File: src/rtl/exe_div_if.sv
// Handshake bundle between the EXE stage and the iterative divider.
// The EXE stage drives the request side; the divider returns the result,
// a one-cycle ready pulse and the combinational stall request.
interface exe_div_if #(
    parameter int DATA_W = 32
);
    logic                  flush;
    logic                  div_start;
    logic                  div_signed;
    logic [DATA_W-1:0]     div_op1;
    logic [DATA_W-1:0]     div_op2;
    logic [2*DATA_W-1:0]   div_result;
    logic                  div_ready;
    logic                  stallreq_div;

    modport master (
        output flush,
        output div_start,
        output div_signed,
        output div_op1,
        output div_op2,
        input  div_result,
        input  div_ready,
        input  stallreq_div
    );

    modport slave (
        input  flush,
        input  div_start,
        input  div_signed,
        input  div_op1,
        input  div_op2,
        output div_result,
        output div_ready,
        output stallreq_div
    );
endinterface

File: src/rtl/exe_div.sv
// Iterative radix-2 restoring divider for DIV/DIVU in the EXE stage.
// Signed operands are divided as magnitudes and the quotient/remainder are
// sign-corrected on the way out. The result is {remainder, quotient} and is
// held until the next completed divide or reset. The EXE stage is stalled
// through stallreq_div until the single-cycle div_ready pulse.
module exe_div #(
    parameter int DATA_W = 32
) (
    input  logic     cpu_clk_50M,
    input  logic     cpu_rst_n,     // active-high asynchronous reset
    exe_div_if.slave bus
);
    localparam int                CNT_W    = $clog2(DATA_W);
    localparam int                WORK_W   = 2 * DATA_W + 1;
    localparam logic [CNT_W-1:0]  LAST_CNT = CNT_W'(DATA_W - 1);

    typedef enum logic [1:0] {
        S_IDLE    = 2'd0,
        S_DIVZERO = 2'd1,
        S_ON      = 2'd2,
        S_END     = 2'd3
    } state_e;

    state_e                 state_q, state_d;
    logic [CNT_W-1:0]       count_q, count_d;
    logic [WORK_W-1:0]      work_q, work_d;
    logic [DATA_W-1:0]      divisor_q, divisor_d;
    logic                   neg_quot_q, neg_quot_d;
    logic                   neg_rem_q, neg_rem_d;
    logic                   div_zero_q, div_zero_d;
    logic [2*DATA_W-1:0]    div_result_q, div_result_d;
    logic                   div_ready_q, div_ready_d;

    logic                   abort_s;
    logic [DATA_W-1:0]      op1_abs_s;
    logic [DATA_W-1:0]      op2_abs_s;
    logic [WORK_W-1:0]      shifted_s;
    logic [DATA_W:0]        trial_s;
    logic [WORK_W-1:0]      step_s;
    logic [DATA_W-1:0]      quot_fix_s;
    logic [DATA_W-1:0]      rem_fix_s;

    // Operand magnitudes: DIV works on |op|, DIVU takes operands as-is.
    always_comb begin
        op1_abs_s = bus.div_op1;
        op2_abs_s = bus.div_op2;
        if (bus.div_signed && bus.div_op1[DATA_W-1]) begin
            op1_abs_s = {DATA_W{1'b0}} - bus.div_op1;
        end else begin
            op1_abs_s = bus.div_op1;
        end
        if (bus.div_signed && bus.div_op2[DATA_W-1]) begin
            op2_abs_s = {DATA_W{1'b0}} - bus.div_op2;
        end else begin
            op2_abs_s = bus.div_op2;
        end
    end

    // One restoring step: shift, trial-subtract from the upper half, keep on non-negative.
    always_comb begin
        shifted_s = work_q << 1;
        trial_s   = shifted_s[WORK_W-1:DATA_W] - {1'b0, divisor_q};
        if (trial_s[DATA_W]) begin
            step_s = shifted_s;
        end else begin
            step_s = {trial_s, shifted_s[DATA_W-1:1], 1'b1};
        end
    end

    // Sign correction: quotient negative when signs differ, remainder follows dividend.
    always_comb begin
        quot_fix_s = work_q[DATA_W-1:0];
        rem_fix_s  = work_q[2*DATA_W-1:DATA_W];
        if (neg_quot_q) begin
            quot_fix_s = {DATA_W{1'b0}} - work_q[DATA_W-1:0];
        end else begin
            quot_fix_s = work_q[DATA_W-1:0];
        end
        if (neg_rem_q) begin
            rem_fix_s = {DATA_W{1'b0}} - work_q[2*DATA_W-1:DATA_W];
        end else begin
            rem_fix_s = work_q[2*DATA_W-1:DATA_W];
        end
    end

    assign abort_s = bus.flush | ~bus.div_start;

    // Next-state and datapath control for the divide sequence.
    always_comb begin
        state_d      = state_q;
        count_d      = count_q;
        work_d       = work_q;
        divisor_d    = divisor_q;
        neg_quot_d   = neg_quot_q;
        neg_rem_d    = neg_rem_q;
        div_zero_d   = div_zero_q;
        div_result_d = div_result_q;
        div_ready_d  = 1'b0;

        case (state_q)
            S_IDLE: begin
                // The ready cycle is the one in which the pipeline advances, so a
                // start seen then still belongs to the divide that just finished.
                if (bus.div_start && !bus.flush && !div_ready_q) begin
                    work_d     = {{(DATA_W + 1){1'b0}}, op1_abs_s};
                    divisor_d  = op2_abs_s;
                    neg_quot_d = bus.div_signed & (bus.div_op1[DATA_W-1] ^ bus.div_op2[DATA_W-1]);
                    neg_rem_d  = bus.div_signed & bus.div_op1[DATA_W-1];
                    count_d    = {CNT_W{1'b0}};
                    if (bus.div_op2 == {DATA_W{1'b0}}) begin
                        div_zero_d = 1'b1;
                        state_d    = S_DIVZERO;
                    end else begin
                        div_zero_d = 1'b0;
                        state_d    = S_ON;
                    end
                end else begin
                    state_d = S_IDLE;
                end
            end
            S_DIVZERO: begin
                if (abort_s) begin
                    state_d = S_IDLE;
                end else begin
                    state_d = S_END;
                end
            end
            S_ON: begin
                if (abort_s) begin
                    state_d = S_IDLE;
                end else begin
                    work_d  = step_s;
                    count_d = count_q + {{(CNT_W - 1){1'b0}}, 1'b1};
                    if (count_q == LAST_CNT) begin
                        state_d = S_END;
                    end else begin
                        state_d = S_ON;
                    end
                end
            end
            S_END: begin
                if (abort_s) begin
                    state_d = S_IDLE;
                end else begin
                    // Divide-by-zero is architecturally unpredictable; return zero.
                    if (div_zero_q) begin
                        div_result_d = {(2 * DATA_W){1'b0}};
                    end else begin
                        div_result_d = {rem_fix_s, quot_fix_s};
                    end
                    div_ready_d = 1'b1;
                    state_d     = S_IDLE;
                end
            end
            default: begin
                state_d = S_IDLE;
            end
        endcase
    end

    // State and datapath registers with asynchronous active-high reset.
    always_ff @(posedge cpu_clk_50M or posedge cpu_rst_n) begin
        if (cpu_rst_n) begin
            state_q      <= S_IDLE;
            count_q      <= {CNT_W{1'b0}};
            work_q       <= {WORK_W{1'b0}};
            divisor_q    <= {DATA_W{1'b0}};
            neg_quot_q   <= 1'b0;
            neg_rem_q    <= 1'b0;
            div_zero_q   <= 1'b0;
            div_result_q <= {(2 * DATA_W){1'b0}};
            div_ready_q  <= 1'b0;
        end else begin
            state_q      <= state_d;
            count_q      <= count_d;
            work_q       <= work_d;
            divisor_q    <= divisor_d;
            neg_quot_q   <= neg_quot_d;
            neg_rem_q    <= neg_rem_d;
            div_zero_q   <= div_zero_d;
            div_result_q <= div_result_d;
            div_ready_q  <= div_ready_d;
        end
    end

    assign bus.div_result   = div_result_q;
    assign bus.div_ready    = div_ready_q;
    assign bus.stallreq_div = bus.div_start & ~div_ready_q;

endmodule

File: src/flat_wrapper.sv
// flat-port wrapper written by rule: the top's interface ports become plain ports
module exe_div_flat 
#(
    parameter int DATA_W = 32
)
  (cpu_clk_50M, cpu_rst_n, bus_flush, bus_div_start, bus_div_signed, bus_div_op1, bus_div_op2, bus_div_result, bus_div_ready, bus_stallreq_div);
  exe_div_if #(.DATA_W(DATA_W)) bus_i ();
  input  logic cpu_clk_50M;
  input  logic cpu_rst_n;
  input wire logic [$bits(bus_i.flush)-1:0] bus_flush;
  input wire logic [$bits(bus_i.div_start)-1:0] bus_div_start;
  input wire logic [$bits(bus_i.div_signed)-1:0] bus_div_signed;
  input wire logic [$bits(bus_i.div_op1)-1:0] bus_div_op1;
  input wire logic [$bits(bus_i.div_op2)-1:0] bus_div_op2;
  output wire logic [$bits(bus_i.div_result)-1:0] bus_div_result;
  output wire logic [$bits(bus_i.div_ready)-1:0] bus_div_ready;
  output wire logic [$bits(bus_i.stallreq_div)-1:0] bus_stallreq_div;
  assign bus_i.flush = bus_flush;
  assign bus_i.div_start = bus_div_start;
  assign bus_i.div_signed = bus_div_signed;
  assign bus_i.div_op1 = bus_div_op1;
  assign bus_i.div_op2 = bus_div_op2;
  assign bus_div_result = bus_i.div_result;
  assign bus_div_ready = bus_i.div_ready;
  assign bus_stallreq_div = bus_i.stallreq_div;
  exe_div #(.DATA_W(DATA_W)) u_core (.cpu_clk_50M(cpu_clk_50M), .cpu_rst_n(cpu_rst_n), .bus(bus_i));
endmodule
File: config.mk
export PLATFORM = sky130hd
export DESIGN_NAME = exe_div_flat
export DESIGN_NICKNAME = d
export VERILOG_FILES = /design/src/rtl/exe_div_if.sv /design/src/rtl/exe_div.sv /design/src/flat_wrapper.sv
export SDC_FILE = /design/constraint.sdc
export NUM_CORES = 1
export LEC_CHECK = 0
export CAP_MARGIN = 20
export CORE_MARGIN = 3
export CORE_UTILIZATION = 57
export CTS_CLUSTER_DIAMETER = 200
export DETAILED_ROUTE_END_ITERATION = 8
export GPL_TIMING_DRIVEN = 0
export PLACE_DENSITY = 0.89
export SKIP_CTS_REPAIR_TIMING = 1
export SYNTH_ARGS = -nofsm -noshare
export SYNTH_HDL_FRONTEND = slang
export SYNTH_SLANG_ARGS = --single-unit
File: constraint.sdc
create_clock -name cpu_clk_50M -period 7.6 [get_ports cpu_clk_50M]
set_input_delay 1.52 -clock cpu_clk_50M [delete_from_list [all_inputs] [get_ports cpu_clk_50M]]
set_output_delay 1.52 -clock cpu_clk_50M [all_outputs]
set_load 0.005 [all_outputs]
# ---- Yosys cells after proc, flatten, opt, wreduce, memory -nomap -nowiden
# Cells that the tools add are included.
dict set report word_totals {
  ff_bits 171
  latch_bits 0
  ram_bits 0
  romBits 0
  inputBits 69
  out_inout_bits 66
  elab_cells 62
  mem_count 0
}
dict set report classes {
  add_sub_neg 6
  n_mul 0
  div_mod_pow 0
  magnitude_cmp 0
  eq_ne 6
  n_shift 0
  muxes 21
  bitwise 8
  reduce_logical 12
}
# cell n
set op_table {}
lappend op_table {{two-way mux 64 bit} 4}
lappend op_table {{two-way mux 32 bit} 4}
lappend op_table {{one-hot mux 64 bit (2 select lines)} 1}
lappend op_table {{subtractor 1 x 32 -> 32 bit (first input constant)} 4}
lappend op_table {{subtractor 33 x 32 -> 33 bit} 1}
lappend op_table {{zero test 32 bit} 1}
lappend op_table {{two-way mux 5 bit} 2}
lappend op_table {{one-hot mux 5 bit (2 select lines)} 1}
lappend op_table {{two-way mux 2 bit} 4}
lappend op_table {{one-hot mux 2 bit (4 select lines)} 1}
lappend op_table {{adder 5 x 1 -> 5 bit (second input constant)} 1}
lappend op_table {{== test 5 bit (second input constant)} 1}
lappend op_table {{== test 2 bit (second input constant)} 2}
lappend op_table {{logical AND 1 bit} 4}
lappend op_table {{two-way mux 1 bit} 4}
lappend op_table {{AND reduction 2 bit} 2}
lappend op_table {{AND 1 bit} 3}
lappend op_table {{NOT 1 bit} 3}
lappend op_table {{AND reduction 3 bit} 1}
lappend op_table {{== test 2 x 1 -> 1 bit (second input constant)} 1}
lappend op_table {{zero test 1 bit} 2}
lappend op_table {{zero test 2 bit} 1}
lappend op_table {{!= test 2 x 1 -> 1 bit (second input constant)} 1}
lappend op_table {{!= test 2 bit (second input constant)} 1}
lappend op_table {{3 further kinds} 3}

# ---- Longest topological paths before layout
# Gate-level depths: netlist of the first run.
dict set report logic_depth {
  depth_word 5
  depth_mapped 15
  mapped_depth_nobuf 13
}

# ---- Worst setup path before layout of the first run
# No wires, ideal clock.
dict set report synth_path {
  path_type {input to register}
  start {input bus_div_op1[9]}
  end {register u_core.work_q[30]}
  setup_time_ns 0.082
  arrival_time_ns 3.654
  t_required_ns 7.518
  setup_slack_ns 3.864
  stages 9
  path_buffers 0
  path_cell_list {or4_1 or4_1 nor2_1 a21oi_1 a21oi_1 o21ai_0 xor2_1 nand2_1 a31oi_1}
}
dict set report synth_between {
  elab_chain_len 4
}
# item line
set synth_rtl {}
lappend synth_rtl {{start, declared} flat_wrapper.sv:13} ;# input wire logic [$bits(bus_i.div_op1)-1:0] bus_div_op1;
lappend synth_rtl {{subtractor 1 x 32 -> 32 bit} exe_div.sv:48} ;# op1_abs_s = {DATA_W{1'b0}} - bus.div_op1;
lappend synth_rtl {{two-way mux 32 bit} exe_div.sv:47} ;# if (bus.div_signed && bus.div_op1[DATA_W-1]) begin
lappend synth_rtl {{two-way mux 64 bit} exe_div.sv:104} ;# if (bus.div_start && !bus.flush && !div_ready_q) begin
lappend synth_rtl {{one-hot mux 64 bit (2 select lines)} exe_div.sv:100} ;# case (state_q)
lappend synth_rtl {{end signal, assigned} exe_div.sv:166} ;# work_q <= {WORK_W{1'b0}};
lappend synth_rtl {{end signal, assigned} exe_div.sv:176} ;# work_q <= work_d;
lappend synth_rtl {{end, declared} exe_div.sv:26} ;# logic [WORK_W-1:0] work_q, work_d;
# No other way between the ends. The select of a mux whose other input is x is not followed.
# A chain may end at the register's enable or synchronous reset.

# ---- Worst setup path in the final report of the first run
dict set report layout_path {
  start {input bus_div_op2[5]}
  end {register u_core.state_q[0]}
}
dict set report layout_between {
  elab_chain_len 4
}
# item line
set layout_rtl {}
lappend layout_rtl {{start, declared} flat_wrapper.sv:14} ;# input wire logic [$bits(bus_i.div_op2)-1:0] bus_div_op2;
lappend layout_rtl {{zero test 32 bit} exe_div.sv:110} ;# if (bus.div_op2 == {DATA_W{1'b0}}) begin
lappend layout_rtl {{two-way mux 2 bit} exe_div.sv:110}
lappend layout_rtl {{two-way mux 2 bit} exe_div.sv:104}
lappend layout_rtl {{one-hot mux 2 bit (4 select lines)} exe_div.sv:100}
lappend layout_rtl {{net u_core.state_d[0]} exe_div.sv:24} ;# state_e state_q, state_d;
lappend layout_rtl {{end signal, assigned} exe_div.sv:174} ;# state_q <= state_d;
lappend layout_rtl {{end, declared} exe_div.sv:24}
# The timed path passes the listed nets, and every way through them passes these cells.

==> results of run 1 <==
==> cells by family after synthesis <==
| kind of cell | after synthesis | synth area share [%] |
|---|---|---|
| DFF | 171 | 38.6 |
| muxes | 32 | 2.90 |
| and+or+nand+nor | 441 | 18.3 |
| xor gates and xnor gates | 141 | 11.1 |
| buffers and inverters | 124 | 4.23 |
| adders and majority gates | 39 | 4.47 |
| AOI/OAI and AO/OA | 386 | 20.4 |
==> per-stage QoR <==
step                worst slack [ns]  area, um^2
detailed placement              2.42       12800
finish                          2.88       13400
global route                    2.62       13400
CTS                             2.93       13400
floorplan                       1.45       11100
global placement              -0.500       12800
==> worst max-delay path by stage <==
stage | startpoint | to | slack, ns | cells past startpoint
2_1_floorplan | cpu_rst_n | u_core.bus.div_ready | 1.45 | 1
3_3_place_gp | cpu_rst_n | u_core.divisor_q[28] | -0.50 | 2
3_5_place_dp | bus_div_op2[5] | u_core.state_q[0] | 2.42 | 11
4_1_cts | bus_div_op2[5] | u_core.state_q[0] | 2.93 | 11
5_1_grt | bus_div_op2[5] | u_core.state_q[0] | 2.62 | 11
6_report | bus_div_op2[5] | u_core.state_q[0] | 2.88 | 11
==> layout make-up <==
cell class                 count  area (um^2)
fill                        1435         5520
timing repair buffer         135         1370
inverter                      54          210
tap                          260          325
clock buffer                  18          439
sequential                   171         4280
multi-input combinational   1039         6340
buffer                        70          267
clock inverter                14          146
==> routing by layer <==
layer / GRT usage (%) / up-vias / part of all wire, %
met4: 9.45 / 0 / 2.5
met1: 38.2 / 4987 / 42
met5: 0 / - / 0
met2: 46.7 / 510 / 46
li1: - / 4993 / -
met3: 6.17 / 75 / 8.7
==> cells in the final DEF, fill, tap and decap left out, drive strengths merged, types with 4 or more instances in the layout <==
| cell | netlist | routed |
|---|---|---|
| mux2i | 31 | 31 |
| nand3 | 24 | 24 |
| o31ai | 29 | 29 |
| dfrtp | 171 | 171 |
| clkbuf | 63 | 81 |
| or4 | 15 | 15 |
| and3 | 5 | 5 |
| or3 | 14 | 14 |
| a21o | 15 | 15 |
| ha | 38 | 38 |
| nor2b | 10 | 10 |
| nand2 | 223 | 223 |
| nor3 | 20 | 20 |
| inv | 54 | 63 |
| clkinv | 0 | 4 |
| nor2 | 73 | 73 |
| a31oi | 11 | 11 |
| o211ai | 5 | 5 |
| nand2b | 18 | 18 |
| clkdlybuf4s50 | 0 | 134 |
| xor2 | 98 | 98 |
| o41ai | 19 | 19 |
| xnor2 | 43 | 43 |
| nor4 | 14 | 14 |
| a2bb2oi | 4 | 4 |
| buf | 7 | 8 |
| o21a | 4 | 4 |
| a21oi | 76 | 76 |
| and2 | 4 | 4 |
| o21bai | 6 | 6 |
| or2 | 5 | 5 |
| o21ai | 202 | 202 |
| nand4 | 6 | 6 |
==> critical path, delay by kind of cell <==
kind | cells | cell delay [ns]
and+or+nand+nor | 8 | 2.93
buffers and inverters | 1 | 0.46
AOI/OAI and AO/OA | 2 | 0.20
==> cell usage after synthesis, drive strengths merged, types with 15 or more instances <==
cell	instances	area, um^2
xor2	98	858
dfrtp	171	4280
or4	15	120
nand2	223	837
o41ai	19	193
xnor2	43	377
inv	54	203
nand3	24	120
o21ai	202	1010
a21o	15	113
o31ai	29	218
clkbuf	63	236
nor2	73	274
nor3	20	100
ha	38	475
a21oi	76	380
nand2b	18	120
mux2i	31	310
==> state kept, by name (all words and copies together), names as in the netlist <==
register / flops
u_core.bus.div_ready: 1
u_core.neg_quot_q: 1
u_core.divisor_q: 32
u_core.neg_rem_q: 1
u_core.div_zero_q: 1
u_core.state_q: 2
u_core.bus.div_result: 64
u_core.count_q: 5
u_core.work_q: 64
==> power groups by stage <==
stage                     Combinational, mW  Clock [mW]  Sequential, mW
after global routing                  0.626       0.901            1.07
after detailed placement              0.547           0            1.07
after CTS                             0.557       0.861            1.06
after global placement                0.525           0            1.07
after floorplan                       0.394           0            1.05
final                                 0.565       0.863            1.06
==> results.md, run 1 <==
- The headroom to the max-slew limit is 40.3%.
- Cells fill 70.8% of the core in the end.
- The via count of the first global-routing pass is ~10k.
- The sort of element at the end of the critical path is a flop.
- Of the total power, the share spent switching nets is 33.4%.
- The cell sitting at the root of the clock tree is a clkbuf_16.
- Setup violations remaining at the end of the flow were counted as 0.
- The port buffer count is 134.
- The data required time of the critical path is around 8 ns.
- The worst voltage drop across the vdd grid is 0.182 mV.
- The width of the chip is 145 um.
- For this configuration, the core starts out at a cell density of a little under 60%.
- The run finished with clean final reports.
- TritonCTS built the clock tree.
- The final routed DRC violation total is 0.
- After global routing the overflow that remains totals 0.
- The detailed router placed 10.6k vias in this run.
- The clock network power share is around a third.
- The part of the total power dissipated in sequential elements is 42.7%.
- The highest achievable clock rate is around 0.21 GHz.
- The number of cells in the finished layout apart from fillers is 1761.
- The average instance in the mapped netlist occupies 8.31 um^2.
- In this run the number of H-tree levels came out at 4.
- The path with the worst hold slack has its endpoint at u_core.bus.div_result[13].
- The sequential share of the synthesized area is 38.6%.
- The vertical die dimension is 145 um.
- The final hold slack is between 0.4 and 0.5 ns.
- Of all flip-flops after synthesis, the portion carrying an async set or reset was 100%.
- The signed area change from the synthesized netlist to the final layout is 20.6%.
- In this run, synthesis inferred 0 flip-flops with an integrated enable.
- The critical path is of the primary input to flop type.
- The max-slew violation count is 0.
- In this run, the combinational gates consume roughly 23% of the power.
- The total area inside the core boundary comes to between 15000 and 20000 um^2.
- The overall power is 2.49 mW.
- The internal portion of total power is 1.66 mW.
- On the worst path, the slowest cell contributes a delay of roughly 0.80 ns.
- The number of detailed-routing iterations run before antenna repair is 6.
- The post-synthesis net count is 1442.
- The startpoint identified for the worst hold timing path is u_core.bus.div_result[13].
- The initial antenna violation count is 0.
- The final period demand of the worst path is 4.72 ns.
- The number of hold violations in the final report came to 0.
- The post-detailed-placement half-perimeter wirelength is ~23000 um.
- The path class of the lowest-slack min-delay path is flop to flop.
- In the finished design, the share of the clock period the worst path needs comes to 62.1%.
- After synthesis the netlist holds a flip-flop and latch count of 171.
- The endpoint identified for the worst register-to-register timing path is u_core.work_q[57].
- The synthesized instance count is between 1k and 1.5k.
- The vias per cell is roughly 6.0.
- The first global-routing pass estimated 49900 um of wire.
- The fraction of layout cells with a size suffix above 1 is 3.53%.
- Global routing used 28.6% of the available tracks.
- The setup slack on the worst flop-to-flop path is around 3.3 ns.
- The row count is 50.
- The cell depth of the worst flop-to-flop path is 15.
- The data arrival at the endpoint of the critical path is 5.10 ns.
- The number of nets still failing antenna checks after routing is 0.
- The DRC violation total after the first TritonRoute iteration is 1196.
- Power spread over the standard cell area amounts to around 190 nW/um^2.
- The signal on the critical path passes through clkdlybuf4s50_1 > or4_1 > nor3_1 > nand2_1 > nor3_1 > nand2_1 > nor4_1 > a21oi_1 > nor2_1 > a21oi_1 > nor2_1.
- The cell area after synthesis is about 11000 um^2.
- The maximum number of pins on one net before global-route repair is 89.
- Setup repair after global routing left no endpoint under its margin.
- The number of placed instances, taps included, is 1729.
- Counting instances, the worst hold path has a depth of 2.
- The critical path's slowest cell is nor4_1.
- The number of different library cells used by synthesis comes to 57.
- Clock tree synthesis inserted a total of 17 buffers.
- For the pin with the worst max-slew slack, the measured transition is between 0.8 and 0.9 ns.
- The analysis attributes to cell leakage a power of 5.76 nW.
- For the final routed database, the setup TNS stands at 0 ns.
- Pin placement for this block handled 135 I/O pins.
- The area of the die is 21200 um^2.
- The worst setup path is launched from a primary input.
- The tool flagged a number of max-cap violations equal to 0.
- After clock tree synthesis, the clock-pin slew on the worst setup and hold paths is 0.07 ns.
- At the end of the flow, the number of nets in the layout was ~1.6k.
- The maximum clock insertion buffer count is 2.
- The placer's final routability congestion estimate is 0.939.
- In the final routed layout, each cell accounts on average for 17.5 um.
- The clock drives 171 sinks.
- The beginning of the worst register-to-register path is u_core.work_q[31].
- The clock network latency to the later pin of the worst-skew pair is 0.45 ns.
- The maximum fanout along the worst path is 5.
- Across the routed clock network, the largest skew measured is around 0.011 ns.
- The Yosys step of the flow raised 0 warnings.
- The repair_antennas step left the layout with diodes totalling 0.
- The final wirelength is 30800 um.
- The most frequently used flop master after synthesis is dfrtp_1.
- In this run the power spent charging and discharging nets is 0.833 mW.
Power figures use the tool's default switching activity.
==> run 2, diff against run 1 <==
--- a/config.mk
+++ b/config.mk
@@ -7,11 +7,11 @@
 export LEC_CHECK = 0
 export CAP_MARGIN = 20
 export CORE_MARGIN = 3
-export CORE_UTILIZATION = 57
+export CORE_UTILIZATION = 52
 export CTS_CLUSTER_DIAMETER = 200
 export DETAILED_ROUTE_END_ITERATION = 8
 export GPL_TIMING_DRIVEN = 0
-export PLACE_DENSITY = 0.89
+export PLACE_DENSITY = 0.86
 export SKIP_CTS_REPAIR_TIMING = 1
 export SYNTH_ARGS = -nofsm -noshare
 export SYNTH_HDL_FRONTEND = slang
==> constraint.sdc (replaced) <==
create_clock -name cpu_clk_50M -period 3.93 [get_ports cpu_clk_50M]
set_input_delay 0.786 -clock cpu_clk_50M [delete_from_list [all_inputs] [get_ports cpu_clk_50M]]
set_output_delay 0.786 -clock cpu_clk_50M [all_outputs]
set_load 0.005 [all_outputs]
==> results.md, run 2 (synthesis results as in run 1) <==
- Run status: finished clean (unchanged).
- The path class of the lowest-slack min-delay path is flop to flop (unchanged).
- Static timing analysis puts the maximum clock frequency at 0.262 GHz.
- The maximum level of the CTS H-tree is 4 (unchanged).
- The maximum fanout along the worst path came to 10 (was 5).
- The row count is 52 (was 50).
- The number of hold violations in the final report is 0 (unchanged).
- The number of nets in the layout is 1601 (was 1596).
- The placer's final routability congestion estimate was 0.989 (was 0.939).
- The vias per cell is 5.93 (was 6.00).
- The number of cells in the finished layout apart from fillers is 1776 (was 1761).
- The final worst setup slack is 0.114 ns (was 2.88 ns).
- The worst-margin pin slew is 0.890 ns (was 0.887 ns).
- The nature of the critical path startpoint was a flop (was primary input).
- The final hold slack is 0.478 ns (was 0.477 ns).
- The end point of the critical path is u_core.work_q[38] (was u_core.state_q[0]).
- The final period demand of the worst path is 3.82 ns.
- The TritonCTS clock tree is done (unchanged).
- The I/O pin count came to 135 (unchanged).
- The data required time of the critical path is 4.23 ns (was 7.98 ns).
- The most common library cell in the layout ignoring fill and taps is nand2_1 (unchanged).
- The TritonCTS buffer count is 17 (unchanged).
- The final design utilization is 65.7% (was 70.8%).
- The number of setup violations in the final report is 0 (unchanged).
- The total routing usage reported by global routing is 26.3% (was 28.6%).
- The max-slew violation count is 0 (unchanged).
- The headroom to the max-slew limit is 40.5% (was 40.3%).
- The aggregate global routing overflow is 0 (unchanged).
- The worst slack after detailed placement was -0.359 ns (was 2.42 ns).
- The worst setup path startpoint is u_core.work_q[31] (was bus_div_op2[5]).
- The initial antenna violation count came to 0 (unchanged).
- The via count of the routed design is 10.5k (was 10.6k).
- The signed area change from the synthesized netlist to the final layout is 21.9% (was 20.6%).
- The vertical die dimension was 152 um (was 145 um).
- The kind of critical path is flop to flop (was primary input to flop).
- The number of detailed-routing iterations run before antenna repair is 6 (unchanged).
- The final routed DRC violation total is 0 (unchanged).
- The cell depth of the worst flop-to-flop path came to 15 (unchanged).
- The worst voltage drop across the vdd grid is 0.292 mV (was 0.182 mV).
- The port buffer count is 134 (unchanged).
- The clock sink count is 171 (unchanged).
- Commonest cells after routing, fill and taps aside: 223 x nand2_1, 201 x o21ai_0, 171 x dfrtp_1, 134 x clkdlybuf4s50_1, 98 x xor2_1 (unchanged).
- The DRC violation total after the first TritonRoute iteration was 833 (was 1196).
- The largest clock skew in the final design is 0.0125 ns (was 0.0110 ns).
- The final wirelength is 31000 um (was 30800 um).
- The beginning of the worst register-to-register path is u_core.work_q[31] (unchanged).
- The number of cells traversed by the worst hold path came to 2 (unchanged).
- The maximum clock insertion buffer count came to 2 (unchanged).
- The width of the chip is 152 um (was 145 um).
- The antenna cell count is 0 (unchanged).
- The routed length per placed instance is 17.5 um (about the same).
- The fraction of layout cells with a size suffix above 1 came to 4.12% (was 3.53%).
- The sort of element at the end of the critical path is a flop (unchanged).
- The clock tree root driver cell is clkbuf_16 (unchanged).
- The area of the die is 23100 um^2 (was 21200 um^2).
- The static leakage was 5.81 nW (was 5.76 nW).
- The clock-pin slew on the worst setup and hold paths is 0.07 ns (about the same).
- The number of cells in the design after placement is 1742 (was 1729).
- The data arrival at the endpoint of the critical path is 4.12 ns (was 5.10 ns).
- The clock network latency to the later pin of the worst-skew pair is 0.44 ns (was 0.45 ns).
- The via count of the first global-routing pass is 10.1k (was 10.0k).
- The power density of the placed cells is 358 nW/um^2 (was 186 nW/um^2).
- The cell area reported after detailed placement came to 12800 um^2 (about the same).
- The initial core utilization is 53.9% (was 58.7%).
- The post-detailed-placement half-perimeter wirelength is 24000 um (was 23400 um).
- The number of max-capacitance violations reported is 0 (unchanged).
- The global-route wire length before repair is 50500 um (was 49900 um).
- The final design area excluding fillers was 13500 um^2 (was 13400 um^2).
- The setup slack on the worst flop-to-flop path is 0.11 ns (was 3.31 ns).
- Dividing the final minimum period by the clock period gives 97.1%.
- The critical register-to-register path endpoint is u_core.work_q[38] (was u_core.work_q[57]).
- The maximum number of pins on one net before global-route repair is 45 (was 89).
- The number of nets still failing antenna checks after routing is 0 (unchanged).
- The placeable core region came to 20600 um^2 (was 18900 um^2).
-- run 2: worst max-delay path: stages (launching register included) --
cell      delay (ns)
dfrtp_1         0.41
inv_1           0.08
ha_1            0.21
fa_1            0.39
nand2b_1        0.22
a21o_1          0.21
a21oi_2         0.17
a21o_1          0.21
a21oi_1         0.13
o21a_1          0.22
nand2b_1        0.24
o311ai_4        0.37
buf_6           0.21
buf_4           0.23
mux2i_1         0.25
o21ai_0         0.12
-- run 2: final cells by class --
cell class              count  area, um^2
plain buffers              70         279
clock buffers              17         425
clock inverters            15         180
fillers                  1716        7050
inverters                  54         206
multi-input cells        1039        6370
flip-flops and latches    171        4280
well taps                 270         338
repair buffers            140        1440
-- run 2: worst min path at each step --
stage | slack, ns | start | end
CTS | 0.49 | u_core.divisor_q[19] | u_core.divisor_q[19]
floorplan | 0.45 | u_core.divisor_q[10] | u_core.divisor_q[10]
global placement | 0.46 | u_core.divisor_q[19] | u_core.divisor_q[19]
global route | 0.50 | u_core.bus.div_result[12] | u_core.bus.div_result[12]
detailed placement | 0.47 | u_core.divisor_q[19] | u_core.divisor_q[19]
finish | 0.48 | u_core.divisor_q[26] | u_core.divisor_q[26]
-- run 2: routing by layer --
layer / track usage (%) / vias up / wire length (um)
met5: 0 / - / 0
met3: 3.87 / 72 / 2310
met1: 35.8 / 5007 / 13300
li1: - / 4997 / -
met4: 8.82 / 0 / 805
met2: 43.2 / 459 / 14600
-- run 2: power breakdown --
group | total (mW) | internal, mW | switching [mW]
clock | 1.69 | 0.861 | 0.826
combinational | 1.10 | 0.457 | 0.644
sequential | 2.05 | 1.89 | 0.161
total | 4.84 | 3.21 | 1.63
-- run 2: per-stage QoR --
step	TNS [ns]	power, mW
4_1_cts	-3.39	4.82
6_report	0	4.84
5_1_grt	-0.0375	5.09
3_5_place_dp	-3.76	3.14
3_3_place_gp	-59.60	3.09
2_1_floorplan	0	2.79
